[src/rtl/isa_pkg.sv]
// Shared definitions for the 9-bit ISA: instruction types, opcode enums, field
// geometry and the canonical encoder used by both the loader and the decoder.
package isa_pkg;

  typedef enum logic {
    R_TYPE = 1'b0,
    I_TYPE = 1'b1
  } instr_type_e;

  typedef enum logic [3:0] {
    R_ADD = 4'h0, R_SUB = 4'h1, R_AND = 4'h2, R_OR  = 4'h3,
    R_XOR = 4'h4, R_NOT = 4'h5, R_SLL = 4'h6, R_SRL = 4'h7,
    R_SRA = 4'h8, R_MOV = 4'h9, R_CMP = 4'hA, R_LW  = 4'hB,
    R_SW  = 4'hC, R_JR  = 4'hD, R_NOP = 4'hE, R_LA  = 4'hF
  } rop_e;

  typedef enum logic [2:0] {
    I_ADDI = 3'b000, I_ANDI = 3'b001, I_ORI  = 3'b010, I_LI   = 3'b011,
    I_BEQ  = 3'b100, I_BNE  = 3'b101, I_RSV  = 3'b110, I_LUTA = 3'b111
  } iop_e;

  typedef enum logic [1:0] {
    S_IDLE = 2'd0,
    S_LOAD = 2'd1,
    S_DONE = 2'd2
  } loader_state_e;

  localparam int INSTR_W    = 9;
  localparam int OP_IN_W    = 4;
  localparam int FIELD_IN_W = 5;
  localparam int R_OP_W     = 4;
  localparam int R_FIELD_W  = 4;
  localparam int I_OP_W     = 3;
  localparam int I_FIELD_W  = 5;

  typedef struct packed {
    logic               legal;
    logic [INSTR_W-1:0] word;
  } enc_t;

  function automatic enc_t encode_instr(
    input logic                  typ,
    input logic [OP_IN_W-1:0]    op,
    input logic [FIELD_IN_W-1:0] field
  );
    enc_t r;
    if (typ == I_TYPE) begin
      r.word  = {1'b1, field[I_FIELD_W-1:0], op[I_OP_W-1:0]};
      r.legal = !op[OP_IN_W-1] && (op[I_OP_W-1:0] != I_RSV);
    end else begin
      r.word  = {1'b0, field[R_FIELD_W-1:0], op[R_OP_W-1:0]};
      r.legal = !field[FIELD_IN_W-1];
    end
    return r;
  endfunction

endpackage

[src/rtl/instr_field_packer.sv]
// Combinational packer: turns one symbolic op into a 9-bit word plus a legality flag.
module instr_field_packer
  import isa_pkg::*;
(
  input  logic                  in_type,
  input  logic [OP_IN_W-1:0]    in_op,
  input  logic [FIELD_IN_W-1:0] in_field,
  output logic                  legal,
  output logic [INSTR_W-1:0]    word
);

  enc_t enc;

  assign enc   = encode_instr(in_type, in_op, in_field);
  assign legal = enc.legal;
  assign word  = enc.word;

endmodule

[src/rtl/instr_encoder_loader.sv]
// Streams encoded instructions into instruction memory at consecutive addresses,
// dropping and counting illegal encodings; a session ends on in_last or when memory fills.
module instr_encoder_loader
  import isa_pkg::*;
#(
  parameter int ADDR_W = 8,
  parameter int ERR_W  = 4
) (
  input  logic                  clk,
  input  logic                  reset,
  input  logic                  start,
  input  logic                  in_valid,
  output logic                  in_ready,
  input  logic                  in_type,
  input  logic [OP_IN_W-1:0]    in_op,
  input  logic [FIELD_IN_W-1:0] in_field,
  input  logic                  in_last,
  output logic                  imem_we,
  output logic [ADDR_W-1:0]     imem_addr,
  output logic [INSTR_W-1:0]    imem_wdata,
  output logic                  illegal,
  output logic [ERR_W-1:0]      err_cnt,
  output logic [ADDR_W:0]       word_cnt,
  output logic                  done,
  output logic                  overflow
);

  localparam logic [ADDR_W:0] LAST_SLOT = (ADDR_W+1)'((2**ADDR_W) - 1);

  loader_state_e        state_reg, state_next;
  logic                 imem_we_reg;
  logic [ADDR_W-1:0]    imem_addr_reg;
  logic [INSTR_W-1:0]   imem_wdata_reg;
  logic                 illegal_reg;
  logic [ERR_W-1:0]     err_cnt_reg;
  logic [ADDR_W:0]      word_cnt_reg;
  logic                 done_reg;
  logic                 overflow_reg;

  logic                 op_legal;
  logic [INSTR_W-1:0]   op_word;
  logic                 ready;
  logic                 handshake;
  logic                 session_start;
  logic                 fill;

  instr_field_packer u_packer (
    .in_type  (in_type),
    .in_op    (in_op),
    .in_field (in_field),
    .legal    (op_legal),
    .word     (op_word)
  );

  // Only a legal write can occupy the final slot; an illegal op never fills memory.
  assign fill = op_legal && (word_cnt_reg == LAST_SLOT);

  always_ff @(posedge clk) begin
    if (reset) begin
      state_reg <= S_IDLE;
    end else begin
      state_reg <= state_next;
    end
  end

  always_comb begin
    state_next = state_reg;
    case (state_reg)
      S_IDLE: if (start) state_next = S_LOAD;
      S_LOAD: if (handshake && (in_last || fill)) state_next = S_DONE;
      S_DONE: if (start) state_next = S_LOAD;
      default: state_next = S_IDLE;
    endcase
  end

  always_comb begin
    ready         = (state_reg == S_LOAD) && !word_cnt_reg[ADDR_W];
    handshake     = in_valid && ready;
    session_start = (state_reg != S_LOAD) && start;
  end

  // Everything below is captured on the handshake edge, so the write appears one cycle later
  // while word_cnt already reflects it; that keeps the capacity check exact at full rate.
  always_ff @(posedge clk) begin
    if (reset) begin
      imem_we_reg    <= 1'b0;
      imem_addr_reg  <= '0;
      imem_wdata_reg <= '0;
      illegal_reg    <= 1'b0;
      err_cnt_reg    <= '0;
      word_cnt_reg   <= '0;
      done_reg       <= 1'b0;
      overflow_reg   <= 1'b0;
    end else begin
      imem_we_reg <= 1'b0;
      illegal_reg <= 1'b0;
      if (session_start) begin
        err_cnt_reg  <= '0;
        word_cnt_reg <= '0;
        done_reg     <= 1'b0;
        overflow_reg <= 1'b0;
      end else if (handshake) begin
        if (op_legal) begin
          imem_we_reg    <= 1'b1;
          imem_addr_reg  <= word_cnt_reg[ADDR_W-1:0];
          imem_wdata_reg <= op_word;
          word_cnt_reg   <= word_cnt_reg + 1'b1;
        end else begin
          illegal_reg <= 1'b1;
          if (err_cnt_reg != '1) begin
            err_cnt_reg <= err_cnt_reg + 1'b1;
          end
        end
        if (in_last || fill) begin
          done_reg     <= 1'b1;
          overflow_reg <= !in_last;
        end
      end
    end
  end

  assign in_ready   = ready;
  assign imem_we    = imem_we_reg;
  assign imem_addr  = imem_addr_reg;
  assign imem_wdata = imem_wdata_reg;
  assign illegal    = illegal_reg;
  assign err_cnt    = err_cnt_reg;
  assign word_cnt   = word_cnt_reg;
  assign done       = done_reg;
  assign overflow   = overflow_reg;

endmodule

[config.mk]
export PLATFORM = sky130hd
export DESIGN_NAME = instr_encoder_loader
export DESIGN_NICKNAME = d
export VERILOG_FILES = /design/src/rtl/isa_pkg.sv /design/src/rtl/instr_field_packer.sv /design/src/rtl/instr_encoder_loader.sv
export SDC_FILE = /design/constraint.sdc
export NUM_CORES = 1
export LEC_CHECK = 0
export CAP_MARGIN = 20
export CORE_MARGIN = 2
export CORE_UTILIZATION = 50
export DETAILED_ROUTE_END_ITERATION = 12
export GPL_ROUTABILITY_DRIVEN = 1
export PLACE_DENSITY = 0.91
export SYNTH_ARGS = -nofsm -noshare
export SYNTH_HDL_FRONTEND = slang
export SYNTH_HIERARCHICAL = 1
export SYNTH_SLANG_ARGS = --single-unit
[constraint.sdc]
create_clock -name clk -period 2.7 [get_ports clk]
set_input_delay 0.405 -clock clk [delete_from_list [all_inputs] [get_ports clk]]
set_output_delay 0.405 -clock clk [all_outputs]
set_load 0.01 [all_outputs]
# ---- After elaboration in Yosys (flattened, before gate mapping)
# Cells that the tools add are included.
dict set report classes {
  addsub 2
  multipliers 0
  div 0
  magnitude_cmp 0
  n_eq_ne 8
  shift 0
  n_mux 6
  bitwise 3
  reduce_logical 20
}
# op n
set ops {}
lappend ops {{$mux W10} 1}
lappend ops {{$add A9 B1 Y9 const B} 1}
lappend ops {{$eq A9 B8 Y1 const B} 1}
lappend ops {{$logic_and A1 B1 Y1} 6}
lappend ops {{$reduce_and A2 Y1} 3}
lappend ops {{$reduce_and A3 Y1} 2}
lappend ops {{$add A4 B1 Y4 const B} 1}
lappend ops {{$logic_not A1 Y1} 4}
lappend ops {{$mux W2} 2}
lappend ops {{$ne A2 B1 Y1 const B} 2}
lappend ops {{$ne A4 B4 Y1 const B} 1}
lappend ops {{$pmux W2 S2} 1}
lappend ops {{$reduce_or A2 Y1} 2}
lappend ops {{$ne A3 B3 Y1 const B} 1}
lappend ops {{$not A1 Y1} 3}
lappend ops {{$reduce_or A3 Y1} 1}
lappend ops {{$eq A2 B1 Y1 const B} 1}
lappend ops {{$eq A2 B2 Y1 const B} 1}
lappend ops {{$logic_not A2 Y1} 1}
lappend ops {{$mux W1} 2}
lappend ops {{$ne A2 B2 Y1 const B} 1}
lappend ops {{$logic_or A1 B1 Y1} 1}
dict set report word_totals {
  ff_bits 36
  latch_bits 0
  mem_bits_rw 0
  mem_bits_ro 0
  output_inout_bits 35
  word_cells 48
  mem_count 0
}

# ---- Logic depth before layout (Yosys ltp)
dict set report depth {
  ltp_word 8
  mapped_depth 8
}

# ---- Modules after synthesis
# Netlist, hierarchy kept.
# module n_inst cells_per_inst area_per_inst_um2 seq_area_each_um2
set by_module_without_submodules {}
lappend by_module_without_submodules {instr_encoder_loader 1 182 1589.0 720.7}
lappend by_module_without_submodules {instr_field_packer 1 13 137.6 0.0}

# ---- Least setup slack after synthesis
# Ideal clock, no wire load.
dict set report synth_timing {
  path_kind {input-to-reg}
  start {input port in_op[2]}
  end {register word_cnt_reg[2], in the netlist word_cnt[2]}
  t_arrival_ns 1.543
  required_time_ns 2.630
  setup_slack_ns 1.088
  path_stages 6
  n_path_buf 1
  path_cell_list {and3b_1 > o22ai_1 > buf_2 > inv_1 > or4_1 > a21oi_1}
}
dict set report synth_via {
  elab_chain_cells 4
}
# element line_no
set synth_lines {}
lappend synth_lines {{start: declaration} instr_encoder_loader.sv:15} ;# input logic [OP_IN_W-1:0] in_op,
lappend synth_lines {{$ne A3 B3 Y1} isa_pkg.sv:49} ;# r.legal = !op[OP_IN_W-1] && (op[I_OP_W-1:0] != I_RSV);
lappend synth_lines {{$logic_and A1 B1 Y1} isa_pkg.sv:49}
lappend synth_lines {{$mux W10} isa_pkg.sv:47} ;# if (typ == I_TYPE) begin
lappend synth_lines {{via op_legal} instr_encoder_loader.sv:40} ;# logic op_legal;
lappend synth_lines {{$reduce_and A2 Y1 (no line)} -}
lappend synth_lines {{end signal: assignment} instr_encoder_loader.sv:107} ;# word_cnt_reg <= word_cnt_reg + 1'b1;
lappend synth_lines {{end: declaration} instr_encoder_loader.sv:36} ;# logic [ADDR_W:0] word_cnt_reg;
# The timed path passes the listed nets, and every way through them passes these cells.
# A chain may end at the register's enable or synchronous reset.

# ---- Worst setup path in the final report
dict set report layout_timing {
  start {register state_reg[1]}
  end {output port in_ready}
}
dict set report layout_via {
  elab_chain_cells 2
}
# element line_no
set layout_lines {}
lappend layout_lines {{start: declaration} instr_encoder_loader.sv:30} ;# loader_state_e state_reg, state_next;
lappend layout_lines {{start signal: assignment} instr_encoder_loader.sv:62} ;# state_reg <= state_next;
lappend layout_lines {{$eq A2 B1 Y1} instr_encoder_loader.sv:77} ;# ready = (state_reg == S_LOAD) && !word_cnt_reg[ADDR_W];
lappend layout_lines {{$logic_and A1 B1 Y1} instr_encoder_loader.sv:77}
lappend layout_lines {{end: declaration} instr_encoder_loader.sv:13} ;# output logic in_ready,
# No other way between the ends.

==> flow_summary.yaml <==
outcome:
  status: "finished clean"
sta:
  fmax_mhz: 491.7
  worst_slack_ns: 0.6663
  finalCriticalPeriod_ns: 2.034
  rsz0062_at_grt: "no"
  slew_viol_final: 0
  whs_ns: 0.4706
  setup_tns_ns: 0
  hold_violations: 0
  finalCritPeriodShare_pct: 75.32
  finalSetupViolations: 0
  fin_skew_ns: 0.005689
  max_slew.worst_pin.slew_ns: 0.4258
  slew_headroom_pct: 71.58
synth:
  synthesis.instances: 195
  async_flop_share_pct: 0
  synth_cell_types: 39
  synth-seq-cells: 36
  synth.most_common_cell: "dfxtp_1"
  synth_seq_area_share_pct: 41.74
  synthTopCellsByCount: "dfxtp_1 (36), a21oi_1 (26), nand3_1 (22)"
  synth_top_area_share_pct: 41.74
  yosysTopAreaCell: "dfxtp_1"
  synth_fp_nets: 213
  synth-main-ff-cell: "dfxtp_1"
  synth_warnings: 6
  syn_area_mm2: 0.001727
  syn_avg_cell_area_um2: 8.855
  ys_top_cells_by_area: "dfxtp_1 (42%), a21oi_1 (7.5%), nand3_1 (6.4%), o21ai_0 (6.1%), mux2_4 (4.3%)"
  synth_edf_count: 0
die:
  io_pins: 50
  dieArea_mm2: 0.003939
  start_util_pct: 51.74
  die_h_um: 62.77
  core_mm2: 0.003337
  rows: 21
  die_w_um: 62.77
worst_setup_path:
  rr_endpoint: "word_cnt[8]$_SDFFE_PP0P_"
  crit_fanout: 6
  r2r_slack_ns: 1.01
  path_buf_inv: 1
  worstSetupPathType: "reg -> out"
  cp.depth: 3
  crit_path_end_kind: "primary output"
  crit_start: "state_reg[1]$_SDFFE_PP0P_"
  regToRegStartpoint: "word_cnt[0]$_SDFFE_PP0P_"
  slowest_stage: "clkdlybuf4s50_1"
  crit_end: "in_ready"
  r2r_cells: 6
  required_ns: 2.30
  critPathLaunchType: "register"
  crit_chain: "nand2b_1 -> nor2_1 -> clkdlybuf4s50_1"
  cpPeakStageDelay_ns: 0.54
  cp_data_arrival_time_ns: 1.63
  cpLargestDelayFamily: "buffers and inverters"
layout:
  final_cell_area_mm2: 0.002345
  final_nets: 255
  final-seq-area_um2: 720.7
  drive_gt1_share_pct: 10.50
  multi_input_area_um2: 873.3
  area_growth_pct: 35.80
  nFillCells: 266
  antenna_cells: 0
  instances_no_fill: 284
  post-route-util_pct: 70.27
global_route:
  track_usage_pct: 23.80
  grt_pass1_vias: 1595
  antenna_found_initial: 0
  grt_pass1_wl_mm: 7.452
  grt_start_max_net_pins: 36
  grt_overflow: 0
detailed_routing:
  drc: 0
  wire_per_inst_um: 15.26
  via_count: 1666
  ant_nets: 0
  drtIter0Drc: 112
  drt_first_pass_iters: 7
  via_per_inst: 5.866
  wl_mm: 4.334
place:
  routabilityCongestion: 0.7869
  placedCellCount: 276
  pre_cts_ws_ns: 0.4552
  place_area_mm2: 0.002217
  dp_hpwl_mm: 2.930
  io_buffers: 49
clock_tree:
  post-cts-setup-buffers: 0
  cts_inserted_buffers: 5
  cts_tree: "built"
  clk-insertion-delay-late_ns: 0.35
  clock_path_buffers: 2
  cts-root-buf: "clkbuf_4"
  cts.sinks: 36
  h-tree-depth: 2
  clkSlewWorstSetupHoldPaths_ns: 0.11
  cts-resized-gates: 0
  cts_hold_buffers: 0
hold_path:
  hp-class: "reg -> reg"
pwr:
  cellLeakagePower_nw: 0.7780
  p_int_mw: 0.9896
  p_seq_share_pct: 42.9
  pwr-share-clk_pct: 44.9
  p_per_area_mw_per_mm2: 543.1
  comb_power_share_pct: 12.2
  peakVddDrop_mv: 0.3633
  p_switching_mw: 0.2837
  swShare_pct: 22.28
  power_mw: 1.273
job:
  cap_violations: 0
-- worst min-delay path, delay by kind of cell (launching register included) --
family,cells,cell delay [ns]
AO/OA/AOI/OAI,1,0.05
buffers and inverters,1,0.05
flip-flops,1,0.33
-- worst min path at each step --
stage                               startpoint                          to  slack (ns)  cells after the start
finish                       done$_SDFFE_PP0P_           done$_SDFFE_PP0P_        0.47                      2
global route        imem_wdata[5]$_SDFFE_PP0P_  imem_wdata[5]$_SDFFE_PP0P_        0.51                      2
CTS                          done$_SDFFE_PP0P_           done$_SDFFE_PP0P_        0.48                      2
detailed placement           done$_SDFFE_PP0P_           done$_SDFFE_PP0P_        0.46                      2
global placement             done$_SDFFE_PP0P_           done$_SDFFE_PP0P_        0.46                      2
floorplan                    done$_SDFFE_PP0P_           done$_SDFFE_PP0P_        0.47                      2
-- power groups by stage --
| stage | sequential [mW] | combinational, mW | clock (mW) |
|---|---|---|---|
| after detailed placement | 0.558 | 0.153 | 0 |
| after global routing | 0.548 | 0.168 | 0.604 |
| after CTS | 0.546 | 0.155 | 0.577 |
| after floorplan | 0.560 | 0.0954 | 0 |
| final | 0.546 | 0.156 | 0.571 |
| after global placement | 0.558 | 0.149 | 0 |
-- metal layers --
metal  up-vias  routed length (µm)  track usage [%]
met5         -                   0                0
met4         0                  84            10.28
met3        12                 272            6.126
met2        72                2198            38.98
met1       781                1778            29.59
li1        801                   -                -
-- cell type report --
type	count	share of cell area, %
multi-input cells	132	37.25
flip-flops and latches	36	30.74
repair buffers	56	23.16
clock inverters	3	3.842
well taps	46	2.455
clock buffers	5	1.601
inverters	6	0.9605
-- cells in the final DEF (no fill, tap or decap), drive strengths merged, types with 2 or more instances in the layout --
cell           instances
or3                    3
o211ai                 7
or4                    2
bufinv                 3
mux2i                  6
ha                     3
and2                   2
buf                    7
inv                    4
nand2b                 2
nand4                  2
nor2                   2
nand2                  2
clkbuf                 5
nand3                 22
dfxtp                 36
a21oi                 26
o21ai                 22
a211oi                 2
nor3                   7
clkinv                 2
a211o                  5
clkdlybuf4s50         49
mux2                   5
-- cells by family (layout without fill, tap and decap cells) --
logic type	after synthesis	count (layout)	share of synthesized area, %
AOI/OAI and AO/OA	67	67	22.83
adders and majority gates	3	3	2.174
buffers and inverters	27	70	8.043
DFF	36	36	41.74
muxes	11	11	7.826
and+or+nand+nor	51	51	17.39
Power figures use the tool's default switching activity.
==> RTL edit, RTL diff (config.mk and constraints unchanged) <==
Change the parameter `ADDR_W` from 8 to 9.
--- a/src/rtl/instr_encoder_loader.sv
+++ b/src/rtl/instr_encoder_loader.sv
@@ -5,3 +5,3 @@
 #(
-  parameter int ADDR_W = 8,
+  parameter int ADDR_W = 9,
   parameter int ERR_W  = 4
Ports: changed (resized imem_addr and word_cnt); port bits go from 50 to 52. The function was not compared with the original's and may differ.
==> RTL edit against the unedited design <==
Final area is 4.9% lower. Critical path depth stayed put. Sequential cell count is 2 higher. Total power is 17% lower. Utilization is 1.6 points higher. Setup slack better by 0.11 ns. Count of clock-buffer cells in the layout is 2 higher. Area after synthesis is 4.3% lower. Sequential power is 4.9% higher. Wire length is 14% lower. Non-clock buffer count stayed put. Largest cell class unchanged.
==> RTL edit: results (changes against the unedited design) <==
* Status: finished, final reports clean (unchanged)
* DRT met1 WL at 1630 µm (was 1780 µm)
* FF-to-FF path depth at 4 (was 6)
* Synth top area cells: dfxtp_1 (46%), nand2_1 (10%), a21oi_1 (7.3%) (was dfxtp_1 (42%), a21oi_1 (7.5%), nand3_1 (6.4%))
* Yosys synthesis warning count at 6 (unchanged)
* Root Driver: clkbuf_4 (unchanged)
* Min-delay src: imem_addr[3]$_SDFFE_PP0P_ (was done$_SDFFE_PP0P_)
* Sequential share of the synthesized area at 46.0% (was 41.7%)
* VDD IR max at 452 µV (was 363 µV)
* Min-Delay Endpoint: imem_addr[3]$_SDFFE_PP0P_ (was done$_SDFFE_PP0P_)
* H-Tree Depth at 2 (unchanged)
* Top cell type's share of synthesized area at 46.0% (was 41.7%)
* Largest net degree at the start of global routing at 21 (was 36)
* Number of port buffers at 51 (was 49)
* Gr usage total at 21.9% (was 23.8%)
* # nets final at 258 (was 255)
* DRT Pass-1 Iters at 5 (was 7)
* Crit path arrival time at 1.52 ns (was 1.63 ns)
* R2r startpoint: word_cnt[9]$_SDFFE_PP0P_ (was word_cnt[0]$_SDFFE_PP0P_)
* Reg2reg end: imem_addr[7]$_SDFFE_PP0P_ (was word_cnt[8]$_SDFFE_PP0P_)
* CP Max Fanout at 5 (was 6)
* Final wirelength at 3740 µm (was 4330 µm)
* Detailed-route via count at 1482 (was 1666)
* First DRT Iteration DRCs at 65 (was 112)
* Async S/R FF share, synth at 0% (unchanged)
* Synth area leader: dfxtp_1 (unchanged)
* CTS clock-pin slew for the worst setup and hold paths at 0.12 ns
* DR top layer: met4 (unchanged)
* Post-synth top cells: nand2_1 (46), dfxtp_1 (38), a21oi_1 (24) (was dfxtp_1 (36), a21oi_1 (26), nand3_1 (22))
* Clk_skew at 0.0176 ns (was 0.00569 ns)
* Antenna violations before repair at 0 (unchanged)
* Leakage power at 0.771 nW (was 0.778 nW)
* Hold Crit Depth at 2 (unchanged)
* Post-detail-place hpwl at 2710 µm (was 2930 µm)
* First-pass GRT wire length at 5980 µm (was 7450 µm)
* N_diodes at 0 (unchanged)
* Share of layout cells above drive strength 1 at 7.02% (was 10.5%)
* Final Max Slew Viols at 0 (unchanged)
* Synth Net Count at 210 (was 213)
* Clock Path Buffers at 2 (unchanged)
* R2r setup slk at 0.98 ns (was 1.01 ns)
* Post-CTS Repair Setup Buffers at 0 (unchanged)
* Largest register FFs at 10
* Synth cell types at 36 (was 39)
* CTS Buf Count at 5 (unchanged)
* Slew Limit Headroom at 57.9% (was 71.6%)
* Met3 WL at 278 µm (was 272 µm)
* GP Congestion at 0.819 (was 0.787)
* Vias in the first global route at 1359 (was 1595)
* Clk_lat worst skew at 0.35 ns (about the same)
* Routed length on met2 at 1790 µm (was 2200 µm)
RTL edit: cell count changes after synthesis, moves of 6 or more:
cell | unedited run | this run
nand2_1 | 2 | 46
o21ai_0 | 21 | 2
nand3_1 | 22 | 4
nor2_1 | 2 | 14
mux2i_1 | 6 | 0
o211ai_1 | 7 | 1
xnor2_1 | 0 | 6
RTL edit: area by class of cell:
| type | count | area, µm² |
|---|---|---|
| fillers | 251 | 872 |
| flip-flops and latches | 38 | 761 |
| inverters | 4 | 15.0 |
| repair buffers | 56 | 548 |
| well taps | 44 | 55.1 |
| clock inverters | 1 | 30.0 |
| clock buffers | 7 | 45.0 |
| multi-input cells | 136 | 777 |
RTL edit: kinds of logic after synthesis:
kind of cell / after synthesis / share of synthesized area, %
multiplexers: 5 / 4.54
adder cells (fa/ha/maj): 2 / 1.51
buffers and inverters: 19 / 6.96
AND/OR/NAND/NOR: 87 / 24.9
XOR/XNOR: 8 / 4.24
flip-flops: 38 / 46.0
AO/OA/AOI/OAI: 34 / 11.8
RTL edit: power by group:
| part | switching (mW) | leakage (nW) | internal [mW] |
|---|---|---|---|
| clock network | 0.181 | 0.0395 | 0.196 |
| registers | 0.00534 | 0.307 | 0.568 |
| logic | 0.0518 | 0.425 | 0.0558 |
| total | 0.238 | 0.771 | 0.820 |
RTL edit: stage by stage:
step / instances / area, µm² / hold WS (ns) / util, % / setup slack (ns)
6_report: 286 / 2230 / 0.459 / 71.9 / 0.775
5_1_grt: 286 / 2230 / 0.478 / 71.9 / 0.644
4_1_cts: 286 / 2230 / 0.463 / 71.9 / 0.754
3_5_place_dp: 278 / 2160 / 0.448 / 69.5 / 0.472
3_3_place_gp: 278 / 2160 / 0.443 / 69.5 / 0.502
2_1_floorplan: 193 / 1650 / 0.467 / - / 0.964
RTL edit: how the worst max path moves through the flow:
stage | startpoint | end | slack (ns) | cells past startpoint
floorplan | in_op[2] | word_cnt[6]$_SDFFE_PP0P_ | 0.96 | 7
global placement | in_valid | imem_addr[0]$_SDFFE_PP0P_ | 0.50 | 5
detailed placement | in_op[0] | word_cnt[0]$_SDFFE_PP0P_ | 0.47 | 8
CTS | state_reg[0]$_SDFFE_PP0P_ | in_ready | 0.75 | 3
global route | state_reg[0]$_SDFFE_PP0P_ | in_ready | 0.64 | 3
finish | state_reg[0]$_SDFFE_PP0P_ | in_ready | 0.78 | 3
RTL edit: layer usage:
layer,track usage (%),vias to the layer above
met3,7.98,4
met1,27.5,678
li1,-,747
met4,9.73,0
met5,0,-
met2,33.7,53
RTL edit: worst max-delay path, stage by stage (launching register included):
cell and delay [ns]:
dfxtp_1 0.41, nand2b_1 0.13, nor2_1 0.10, clkdlybuf4s50_1 0.54
